$ cat config.mk
export PLATFORM = sky130hd
export DESIGN_NAME = uart_rx_ctrl
export DESIGN_NICKNAME = d
export VERILOG_FILES = /design/src/rtl/uart_rx_ctrl.sv
export SDC_FILE = /design/constraint.sdc
export NUM_CORES = 1
export LEC_CHECK = 0
export BUFFER_PORTS_ARGS = -buffer_cell sky130_fd_sc_hd__buf_2
export CAP_MARGIN = 15
export CORE_ASPECT_RATIO = 1.2
export CORE_MARGIN = 4
export CORE_UTILIZATION = 57
export DETAILED_ROUTE_END_ITERATION = 10
export GPL_TIMING_DRIVEN = 0
export PLACE_DENSITY_LB_ADDON = 0.1
export SYNTH_ARGS = -nofsm -noshare
export SYNTH_HDL_FRONTEND = slang
export SYNTH_SLANG_ARGS = --single-unit
$ cat constraint.sdc
create_clock -name clk -period 2.45 [get_ports clk]
set_input_delay 0.3675 -clock clk [delete_from_list [all_inputs] [get_ports clk]]
set_output_delay 0.3675 -clock clk [all_outputs]
set_load 0.005 [all_outputs]
$ cat src/rtl/uart_rx_ctrl.sv
// rtl/uart_rx_ctrl.sv - strobe generator, event qualification, receive FIFO and error status
// for the oversampling UART receive core.
module uart_rx_ctrl #(
  parameter int Oversample = 16,
  parameter int DivWidth   = 16,
  parameter int FifoDepth  = 4
) (
  input  logic                         clk,
  input  logic                         nReset,
  input  logic                         enable,
  input  logic [DivWidth-1:0]          divisor,
  output logic                         rxEn,
  input  logic                         rxDone,
  input  logic                         rxErr,
  input  logic [7:0]                   rxData,
  output logic [7:0]                   data,
  output logic                         valid,
  input  logic                         ready,
  output logic [$clog2(FifoDepth):0]   fifoCount,
  output logic                         overrun,
  output logic                         frameErr,
  output logic [7:0]                   errCount,
  input  logic                         clearErr
);

  localparam int PW = $clog2(FifoDepth);
  localparam int CW = PW + 1;

  logic [DivWidth-1:0] r_divCnt;
  logic                r_capPend;
  logic [7:0]          r_mem [FifoDepth];
  logic [PW-1:0]       r_wrPtr;
  logic [PW-1:0]       r_rdPtr;
  logic [CW-1:0]       r_count;
  logic                r_valid;
  logic [7:0]          r_data;
  logic                r_overrun;
  logic                r_frameErr;
  logic [7:0]          r_errCount;

  logic                w_rxEn;
  logic                w_byteEv;
  logic                w_errEv;
  logic                w_full;
  logic                w_pop;
  logic                w_push;
  logic                w_drop;
  logic [PW-1:0]       w_rdNext;
  logic [CW-1:0]       w_countNext;

  // Strobe is combinational so an enable rising straight out of reset strobes in the same cycle.
  assign w_rxEn   = enable && (r_divCnt == '0);
  assign w_byteEv = rxDone && w_rxEn;
  assign w_errEv  = rxErr && w_rxEn;

  assign w_full   = (r_count == CW'(FifoDepth));
  assign w_pop    = r_valid && ready;
  assign w_push   = r_capPend && (!w_full || w_pop);
  assign w_drop   = r_capPend && w_full && !w_pop;
  assign w_rdNext = r_rdPtr + PW'(1);

  always_comb begin
    w_countNext = r_count;
    if (w_push && !w_pop)
      w_countNext = r_count + CW'(1);
    else if (w_pop && !w_push)
      w_countNext = r_count - CW'(1);
  end

  always_ff @(posedge clk or negedge nReset) begin
    if (!nReset) begin
      r_divCnt <= '0;
    end else if (!enable || r_divCnt == '0) begin
      r_divCnt <= divisor;
    end else begin
      r_divCnt <= r_divCnt - DivWidth'(1);
    end
  end

  always_ff @(posedge clk or negedge nReset) begin
    if (!nReset) r_capPend <= 1'b0;
    else         r_capPend <= w_byteEv;
  end

  always_ff @(posedge clk) begin
    if (w_push) r_mem[r_wrPtr] <= rxData;
  end

  // data is a registered copy of the head; it is refreshed only when the head changes.
  always_ff @(posedge clk or negedge nReset) begin
    if (!nReset) begin
      r_wrPtr <= '0;
      r_rdPtr <= '0;
      r_count <= '0;
      r_valid <= 1'b0;
      r_data  <= 8'h00;
    end else begin
      if (w_push) r_wrPtr <= r_wrPtr + PW'(1);
      if (w_pop)  r_rdPtr <= w_rdNext;
      r_count <= w_countNext;
      r_valid <= (w_countNext != '0);
      if (w_push && (r_count == '0 || (w_pop && r_count == CW'(1))))
        r_data <= rxData;
      else if (w_pop && r_count != CW'(1))
        r_data <= r_mem[w_rdNext];
    end
  end

  always_ff @(posedge clk or negedge nReset) begin
    if (!nReset) begin
      r_overrun  <= 1'b0;
      r_frameErr <= 1'b0;
      r_errCount <= 8'h00;
    end else if (clearErr) begin
      r_overrun  <= w_drop;
      r_frameErr <= w_errEv;
      r_errCount <= {7'b0, w_errEv};
    end else begin
      if (w_drop)  r_overrun  <= 1'b1;
      if (w_errEv) r_frameErr <= 1'b1;
      if (w_errEv && r_errCount != 8'hFF) r_errCount <= r_errCount + 8'h01;
    end
  end

  always @(posedge clk) begin
    if (nReset) begin
      assert (Oversample >= 2 && FifoDepth >= 2 && (FifoDepth & (FifoDepth - 1)) == 0);
      assert (r_count <= CW'(FifoDepth));
    end
  end

  assign rxEn      = w_rxEn;
  assign data      = r_data;
  assign valid     = r_valid;
  assign fifoCount = r_count;
  assign overrun   = r_overrun;
  assign frameErr  = r_frameErr;
  assign errCount  = r_errCount;

endmodule

==> parameters.txt, run 1 <==
Parameter                              Value

Synthesis
  Main synth FF type    sky130_fd_sc_hd__dfrtp_1
  Xor and xnor fraction of the mapped netlist area    0.0350
  Yosys synthesis warning count    0
  Fraction of synthesized area in multiplexers    0.149
  Basic-gate share of the synthesized area counting and, or, nand and nor cells    0.146
  Number of synthesized register bits    75
  Synth Cell Area    0.00375 sq mm
  Fraction of the mapped netlist area in compound gates    0.0638
  Count leader, synth    sky130_fd_sc_hd__dfrtp_1
  Share of flip-flops with an asynchronous set or reset after synthesis    0.573
  Share of synthesized cell area in full adder, half adder and majority cells    0.0367
  Synth Instances    276
  Library cells used by synthesis    52
  Share of the synthesized area in the top cell type    0.287
  Sequential fraction of the synthesis area    0.543
  Dominant combinational cell family by area after synthesis    multiplexers
  Number of synthesized flops with an enable pin    32
  Area contributors post-synth    sky130_fd_sc_hd__dfrtp_1 29%, sky130_fd_sc_hd__edfxtp_1 26%, sky130_fd_sc_hd__mux2_2 6.6%
  Most frequent cells after synthesis    43 x sky130_fd_sc_hd__dfrtp_1, 32 x sky130_fd_sc_hd__edfxtp_1, 22 x sky130_fd_sc_hd__mux2_2
  Cell type with the highest aggregate area in the netlist    sky130_fd_sc_hd__dfrtp_1
  Syn_nets    318
  Syn Area/Cell    13.6 sq um

CTS
  CTS tree    done
  # Post-CTS Setup Buffers    0
  Total number of H-tree levels    3
  Master cell of the clock root buffer    sky130_fd_sc_hd__clkbuf_8
  CTS Sinks    75
  Total of cells resized after clock tree synthesis    0
  Hold Buf Count CTS    0
  CTS clk-pin slew, worst paths    0.08 ns
  Clock latency on the worst-skew pair    0.35 ns
  Number of buffers on the longest clock path    2
  Number of buffers created by CTS    9

Critical path
  Largest fanout of any net on the critical path    8
  Critical path data arrival time    2.47 ns
  Type of element launching the critical path    register
  Required time worst endpoint    2.68 ns
  Capturing element type of the critical path    register
  CP Class    register to register

Finish
  Ant. Diodes    0
  Synth-to-Final Area Change    15.8%
  Number of filler cells placed in the layout    490
  Final net count    381
  Layout cells sized above 1    0.340

Global routing
  Aggregate global routing overflow    0
  First-pass GRT wire length    11700 um
  Total global-route track usage    0.193
  Initial antenna violation count    0
  Maximum number of pins on one net before global-route repair    44
  Via count of the first global-routing pass    2485

Timing
  Maximum clock skew at final layout    0.0120 ns
  Final worst path period share    0.914
  Measured slew at the worst slew-check pin    0.963 ns
  Setup violations, final    0
  Setup TNS    0 ns
  RSZ-0062 raised after global routing    no
  Final period demand of the worst path    2.24 ns
  Final Hold Viols    0
  Max Freq    0.446 GHz
  Tightest slew margin relative to the limit    0.358
  Final setup margin    0.210 ns
  Slew Limit Fails    0

Floorplan
  Die Y-Extent    96.8 um
  Effective utilization at floorplan    0.585
  CORE AREA    0.00641 sq mm
  I/O pin cnt    54
  Full die area    0.00794 sq mm
  Die Wd    82.0 um
  Standard-cell rows    32

Placement
  Final RePlAce weighted congestion    0.924
  Port Buf Inserts    52
  Estimated wirelength of the detail-placed design    4990 um
  Pre-CTS setup slack    0.185 ns

Route
  Average detailed-routed wire length per instance    16.4 um
  Detail-routed via count per cell    5.70
  Remaining antenna violation count    0
  Detailed router's first-iteration violation count    77
  Total wire length    7040 um
  DRC violations left    0
  Number of optimization iterations in the first detailed-route pass    4
  Vias after detailed routing    2447

Power and ir drop
  Clock Power Share    0.296
  Power per cell area    826 mW/mm^2
  Cell-internal power    2.56 mW
  Leakage power total    1.77 nW
  Relative contribution of combinational cells to total power    0.258
  Peak supply drop    0.000476 V
  Sequential share of power    0.446
  Switching component of the power    1.03 mW
  Switching power as a share of total power    0.287

Hold path
  Kind of path behind the tightest hold check    input pin to asynchronous set/reset pin

Flow run
  Max-cap viol count    0

Run status
  Result of the run    complete, no violations
worst max-delay path, stage by stage, from the launching register on:
cell and delay [ns]:
sky130_fd_sc_hd__dfrtp_1 0.43, sky130_fd_sc_hd__inv_1 0.12, sky130_fd_sc_hd__ha_1 0.22, sky130_fd_sc_hd__a31oi_1 0.07
sky130_fd_sc_hd__nor3_2 0.59, sky130_fd_sc_hd__mux2_2 0.42, sky130_fd_sc_hd__mux2_2 0.27
per-stage QoR:
step / instance area (sq um) / util / std cells / total power [mW] / hold slack [ns]
finish: 4340 / 0.677 / 429 / 3.59 / 0.166
global route: 4340 / 0.677 / 429 / 3.80 / 0.233
CTS: 4340 / 0.677 / 429 / 3.64 / 0.192
detailed placement: 4120 / 0.642 / 413 / 2.57 / 0.492
global placement: 4120 / 0.642 / 413 / 2.55 / 0.485
floorplan: 3750 / - / 276 / 2.28 / 0.0719
placed cells by master (no fill, tap or decap), types with 2 or more instances in the layout:
master,n
sky130_fd_sc_hd__nor4_1,5
sky130_fd_sc_hd__o21ai_0,6
sky130_fd_sc_hd__clkbuf_8,9
sky130_fd_sc_hd__dfrtp_1,43
sky130_fd_sc_hd__and3_1,3
sky130_fd_sc_hd__or4_1,3
sky130_fd_sc_hd__o41ai_1,2
sky130_fd_sc_hd__nor3_2,2
sky130_fd_sc_hd__nor3_1,3
sky130_fd_sc_hd__buf_2,54
sky130_fd_sc_hd__a31oi_1,5
sky130_fd_sc_hd__nand2b_1,2
sky130_fd_sc_hd__bufinv_16,2
sky130_fd_sc_hd__mux2_4,8
sky130_fd_sc_hd__ha_1,11
sky130_fd_sc_hd__mux2_2,22
sky130_fd_sc_hd__mux4_2,8
sky130_fd_sc_hd__clkbuf_1,2
sky130_fd_sc_hd__nand2_1,12
sky130_fd_sc_hd__nor3_4,2
sky130_fd_sc_hd__nor2_1,7
sky130_fd_sc_hd__edfxtp_1,32
sky130_fd_sc_hd__buf_1,2
sky130_fd_sc_hd__nand4b_1,3
sky130_fd_sc_hd__or4b_1,2
sky130_fd_sc_hd__xor2_1,4
sky130_fd_sc_hd__nand3_1,8
sky130_fd_sc_hd__clkinv_4,3
sky130_fd_sc_hd__nand4_1,6
sky130_fd_sc_hd__inv_1,13
sky130_fd_sc_hd__a22o_1,2
sky130_fd_sc_hd__xnor2_1,11
sky130_fd_sc_hd__a21oi_1,7
sky130_fd_sc_hd__and2_1,9
sky130_fd_sc_hd__and4_1,3
sky130_fd_sc_hd__nor3b_1,3
sky130_fd_sc_hd__o21a_1,2
sky130_fd_sc_hd__o31ai_1,4
state kept, by name, indices dropped and copies added (netlist names):
name,flops
r_rdPtr,2
overrun,1
data,8
r_wrPtr,2
r_mem,32
r_divCnt,16
r_capPend,1
fifoCount,3
valid,1
frameErr,1
errCount,8
worst paths after layout:
path                               from          end  slack (ns)  cells past startpoint
min in group clk              rxData[1]  r_mem[0][1]        0.24                      1
min                              nReset      data[7]        0.17                      1
max in group asynchronous        nReset   r_wrPtr[0]        1.68                      1
max reg2reg                fifoCount[1]      data[0]        0.21                      6
min reg2reg                     data[3]      data[3]        0.51                      1
max                        fifoCount[1]      data[0]        0.21                      6
area by class of cell:
| class | count | area [sq um] | share of cell area |
|---|---|---|---|
| multi-input combinational | 180 | 1610 | 0.371 |
| buffer | 8 | 51.3 | 0.0118 |
| inverter | 13 | 48.8 | 0.0112 |
| clock buffer | 9 | 124 | 0.0285 |
| clock inverter | 7 | 100 | 0.0231 |
| tap | 85 | 106 | 0.0245 |
| sequential | 75 | 2040 | 0.469 |
| timing repair buffer | 52 | 260 | 0.0600 |
metal layers:
metal / track usage / part of all wire / routed length, um
met3: 0.0298 / 0.042 / 299
met1: 0.253 / 0.42 / 2960
met5: 0 / 0 / 0
met2: 0.309 / 0.52 / 3660
met4: 0.0946 / 0.017 / 122
cells by family after synthesis:
group,count (synthesis)
fa+ha+maj,11
flops,75
mux,39
xor+xnor,15
compound gates,35
buf+inv,21
simple gates,80
power groups by stage:
stage	Sequential, mW	Clock [mW]	Combinational, mW
2_1_floorplan	1.62	0	0.665
3_3_place_gp	1.62	0	0.931
3_5_place_dp	1.63	0	0.945
4_1_cts	1.60	1.09	0.948
5_1_grt	1.62	1.15	1.03
6_report	1.60	1.06	0.926
Note: power is estimated with default switching activity, not from simulation.
==> run 2: changes to the inputs <==
--- a/config.mk
+++ b/config.mk
@@ -12,7 +12,7 @@
 export CORE_UTILIZATION = 57
 export DETAILED_ROUTE_END_ITERATION = 10
 export GPL_TIMING_DRIVEN = 0
-export PLACE_DENSITY_LB_ADDON = 0.1
+export PLACE_DENSITY = 0.83
 export SYNTH_ARGS = -nofsm -noshare
 export SYNTH_HDL_FRONTEND = slang
 export SYNTH_SLANG_ARGS = --single-unit
==> run 2 against run 1 <==
  * Non-clock buffer count is the same
  * Power shrank 5.4%
  * Die area is the same
  * Sequential power is essentially flat
  * Register-to-register slack gained 0.02 ns
  * Fmax grew 1.1%
  * Sequential cell count is the same
  * First-iteration DRC count grew 29%
  * Via count is essentially flat
  * Worst setup slack gained 0.025 ns
  * Highest routed layer unchanged
  * Clock skew shrank 0.0076 ns
  * Global-route usage grew 0.050 points
==> parameters.txt, run 2 (same netlist as run 1, synthesis figures left out) <==
Parameter                              Value

Floorplan
  I/O pin cnt    54 (unchanged)
  Full die area    0.00794 sq mm (unchanged)
  CORE AREA    0.00641 sq mm (unchanged)
  Die Y-Extent    96.8 um (unchanged)
  Die Wd    82.0 um (unchanged)
  Standard-cell rows    32 (unchanged)
  Effective utilization at floorplan    0.585 (unchanged)

Timing
  Final worst path period share    0.904 (-0.0101)
  Slew Limit Fails    0 (unchanged)
  Final Hold Viols    0 (unchanged)
  Final period demand of the worst path    2.22 ns (-0.0247 ns)
  Maximum clock skew at final layout    0.00448 ns (-0.00757 ns)
  Final setup margin    0.235 ns (+0.0247 ns)
  RSZ-0062 raised after global routing    no
  Measured slew at the worst slew-check pin    0.963 ns (-0.000378 ns)
  Max Freq    0.451 GHz (+1.1%)
  Setup TNS    0 ns (unchanged)
  Tightest slew margin relative to the limit    0.358 (about the same)
  Setup violations, final    0 (unchanged)

Power and ir drop
  Peak supply drop    0.000432 V (-9.4%)
  Power per cell area    790 mW/mm^2 (-4.4%)
  Relative contribution of combinational cells to total power    0.277 (+0.019)
  Switching component of the power    1.00 mW (-2.9%)
  Sequential share of power    0.471 (+0.025)
  Switching power as a share of total power    0.295 (+0.00753)
  Leakage power total    1.74 nW (-1.5%)
  Clock Power Share    0.251 (-0.045)
  Cell-internal power    2.39 mW (-6.4%)

Global routing
  First-pass GRT wire length    11800 um (+0.71%)
  Aggregate global routing overflow    0 (unchanged)
  Maximum number of pins on one net before global-route repair    44 (unchanged)
  Via count of the first global-routing pass    2582 (+3.9%)
  Total global-route track usage    0.194 (+0.000504)
  Initial antenna violation count    0 (unchanged)

Placement
  Estimated wirelength of the detail-placed design    5070 um (+1.8%)
  Port Buf Inserts    52 (unchanged)
  Final RePlAce weighted congestion    0.897 (-2.9%)
  Pre-CTS setup slack    0.191 ns (+0.00642 ns)
  Placed Instance Area    0.00412 sq mm (unchanged)

Route
  Detailed router's first-iteration violation count    99 (+29%)
  Detail-routed via count per cell    5.71 (about the same)
  Total met3 wirelength after detailed routing    361 um (+21%)
  DRC violations left    0 (unchanged)
  Remaining antenna violation count    0 (unchanged)
  Uppermost routed layer    met4
  Number of optimization iterations in the first detailed-route pass    4 (unchanged)
  Wire length on met1    2820 um (-4.6%)
  Vias after detailed routing    2448 (+0.041%)
  Met2 wirelength from detailed routing    3750 um (+2.6%)
  Average detailed-routed wire length per instance    16.5 um (+0.40%)
  Total wire length    7070 um (+0.40%)

Critical path
  Capturing element type of the critical path    register
  Largest fanout of any net on the critical path    8 (unchanged)
  CP Class    register to register
  Required time worst endpoint    2.67 ns (about the same)
  Type of element launching the critical path    register
  Critical path data arrival time    2.44 ns (-0.03 ns)

CTS
  CTS clk-pin slew, worst paths    0.08 ns (about the same)
  Total number of H-tree levels    3 (unchanged)
  Master cell of the clock root buffer    sky130_fd_sc_hd__clkbuf_8
  Clock latency on the worst-skew pair    0.34 ns (about the same)
  Number of buffers created by CTS    9 (unchanged)
  Total of cells resized after clock tree synthesis    0 (unchanged)
  # Post-CTS Setup Buffers    0 (unchanged)
  CTS tree    done
  Hold Buf Count CTS    0 (unchanged)
  Number of buffers on the longest clock path    2 (unchanged)
  CTS Sinks    75 (unchanged)

Finish
  Most common library cell in the layout ignoring fill and taps    sky130_fd_sc_hd__buf_2
  Non-Filler Cell Area, Final    0.00429 sq mm (-1.0%)
  Max FFs per register    32 (unchanged)
  Register with the most flip-flops    r_mem
  Layout cells sized above 1    0.334 (-0.00581)
  Synth-to-Final Area Change    14.6%
  Ant. Diodes    0 (unchanged)
  Final net count    381 (unchanged)
  Leading registers by flop count    r_mem x32, r_divCnt x16
  Most frequent cells in the layout    54 x sky130_fd_sc_hd__buf_2, 43 x sky130_fd_sc_hd__dfrtp_1, 32 x sky130_fd_sc_hd__edfxtp_1

Run status
  Result of the run    complete, no violations

Hold path
  Kind of path behind the tightest hold check    input pin to asynchronous set/reset pin

Flow run
  Max-cap viol count    0 (unchanged)
run 2: changes by cell type in the layout (fill, tap and decap cells not counted):
cell,change
sky130_fd_sc_hd__bufinv_16,-2
sky130_fd_sc_hd__clkbuf_8,+2
sky130_fd_sc_hd__clkinv_1,+2
sky130_fd_sc_hd__clkinv_4,-3
sky130_fd_sc_hd__clkinvlp_4,+2
sky130_fd_sc_hd__inv_6,-1
run 2: metal layers:
metal  up-vias  track usage
li1       1175            -
met1      1193        0.227
met2        66        0.330
met3        14       0.0531
met4         0       0.0742
met5         -            0
run 2: layout make-up:
cell class,instances,area (sq um)
Multi-Input combinational cell,180,1610
Sequential cell,75,2040
Clock inverter,5,27.5
Clock buffer,11,151
Buffer,8,51.3
Tap cell,85,106
Timing Repair Buffer,52,260
Fill cell,502,2110
Inverter,13,48.8
run 2: path summary, 6_finish.rpt:
| kind | cells after the start | to | from | slack (ns) |
|---|---|---|---|---|
| max in group asynchronous | 1 | r_divCnt[1] | nReset | 1.67 |
| min reg2reg | 1 | data[2] | data[2] | 0.51 |
| min in group clk | 1 | r_mem[0][7] | rxData[7] | 0.25 |
| max reg2reg | 6 | data[6] | fifoCount[1] | 0.23 |
| min | 1 | data[3] | nReset | 0.18 |
| max | 6 | data[6] | fifoCount[1] | 0.23 |
run 2: worst max-delay path, stage by stage, from the launching register on:
cell	delay [ns]
sky130_fd_sc_hd__dfrtp_1	0.43
sky130_fd_sc_hd__inv_1	0.12
sky130_fd_sc_hd__ha_1	0.23
sky130_fd_sc_hd__a31oi_1	0.07
sky130_fd_sc_hd__nor3_2	0.58
sky130_fd_sc_hd__mux2_2	0.41
sky130_fd_sc_hd__mux2_2	0.26
run 2: power by group through the flow:
stage | sequential [mW] | clock [mW] | combinational, mW
floorplan | 1.62 | 0 | 0.665
global placement | 1.62 | 0 | 0.925
detailed placement | 1.63 | 0 | 0.960
CTS | 1.60 | 0.880 | 0.962
global route | 1.62 | 0.930 | 1.06
finish | 1.60 | 0.853 | 0.941
run 2: stage by stage:
step / power, mW / util / instances / hold WS [ns]
floorplan: 2.28 / - / 276 / 0.0719
global placement: 2.54 / 0.642 / 413 / 0.486
detailed placement: 2.59 / 0.642 / 413 / 0.493
CTS: 3.44 / 0.670 / 429 / 0.215
global route: 3.61 / 0.670 / 429 / 0.243
finish: 3.39 / 0.670 / 429 / 0.181
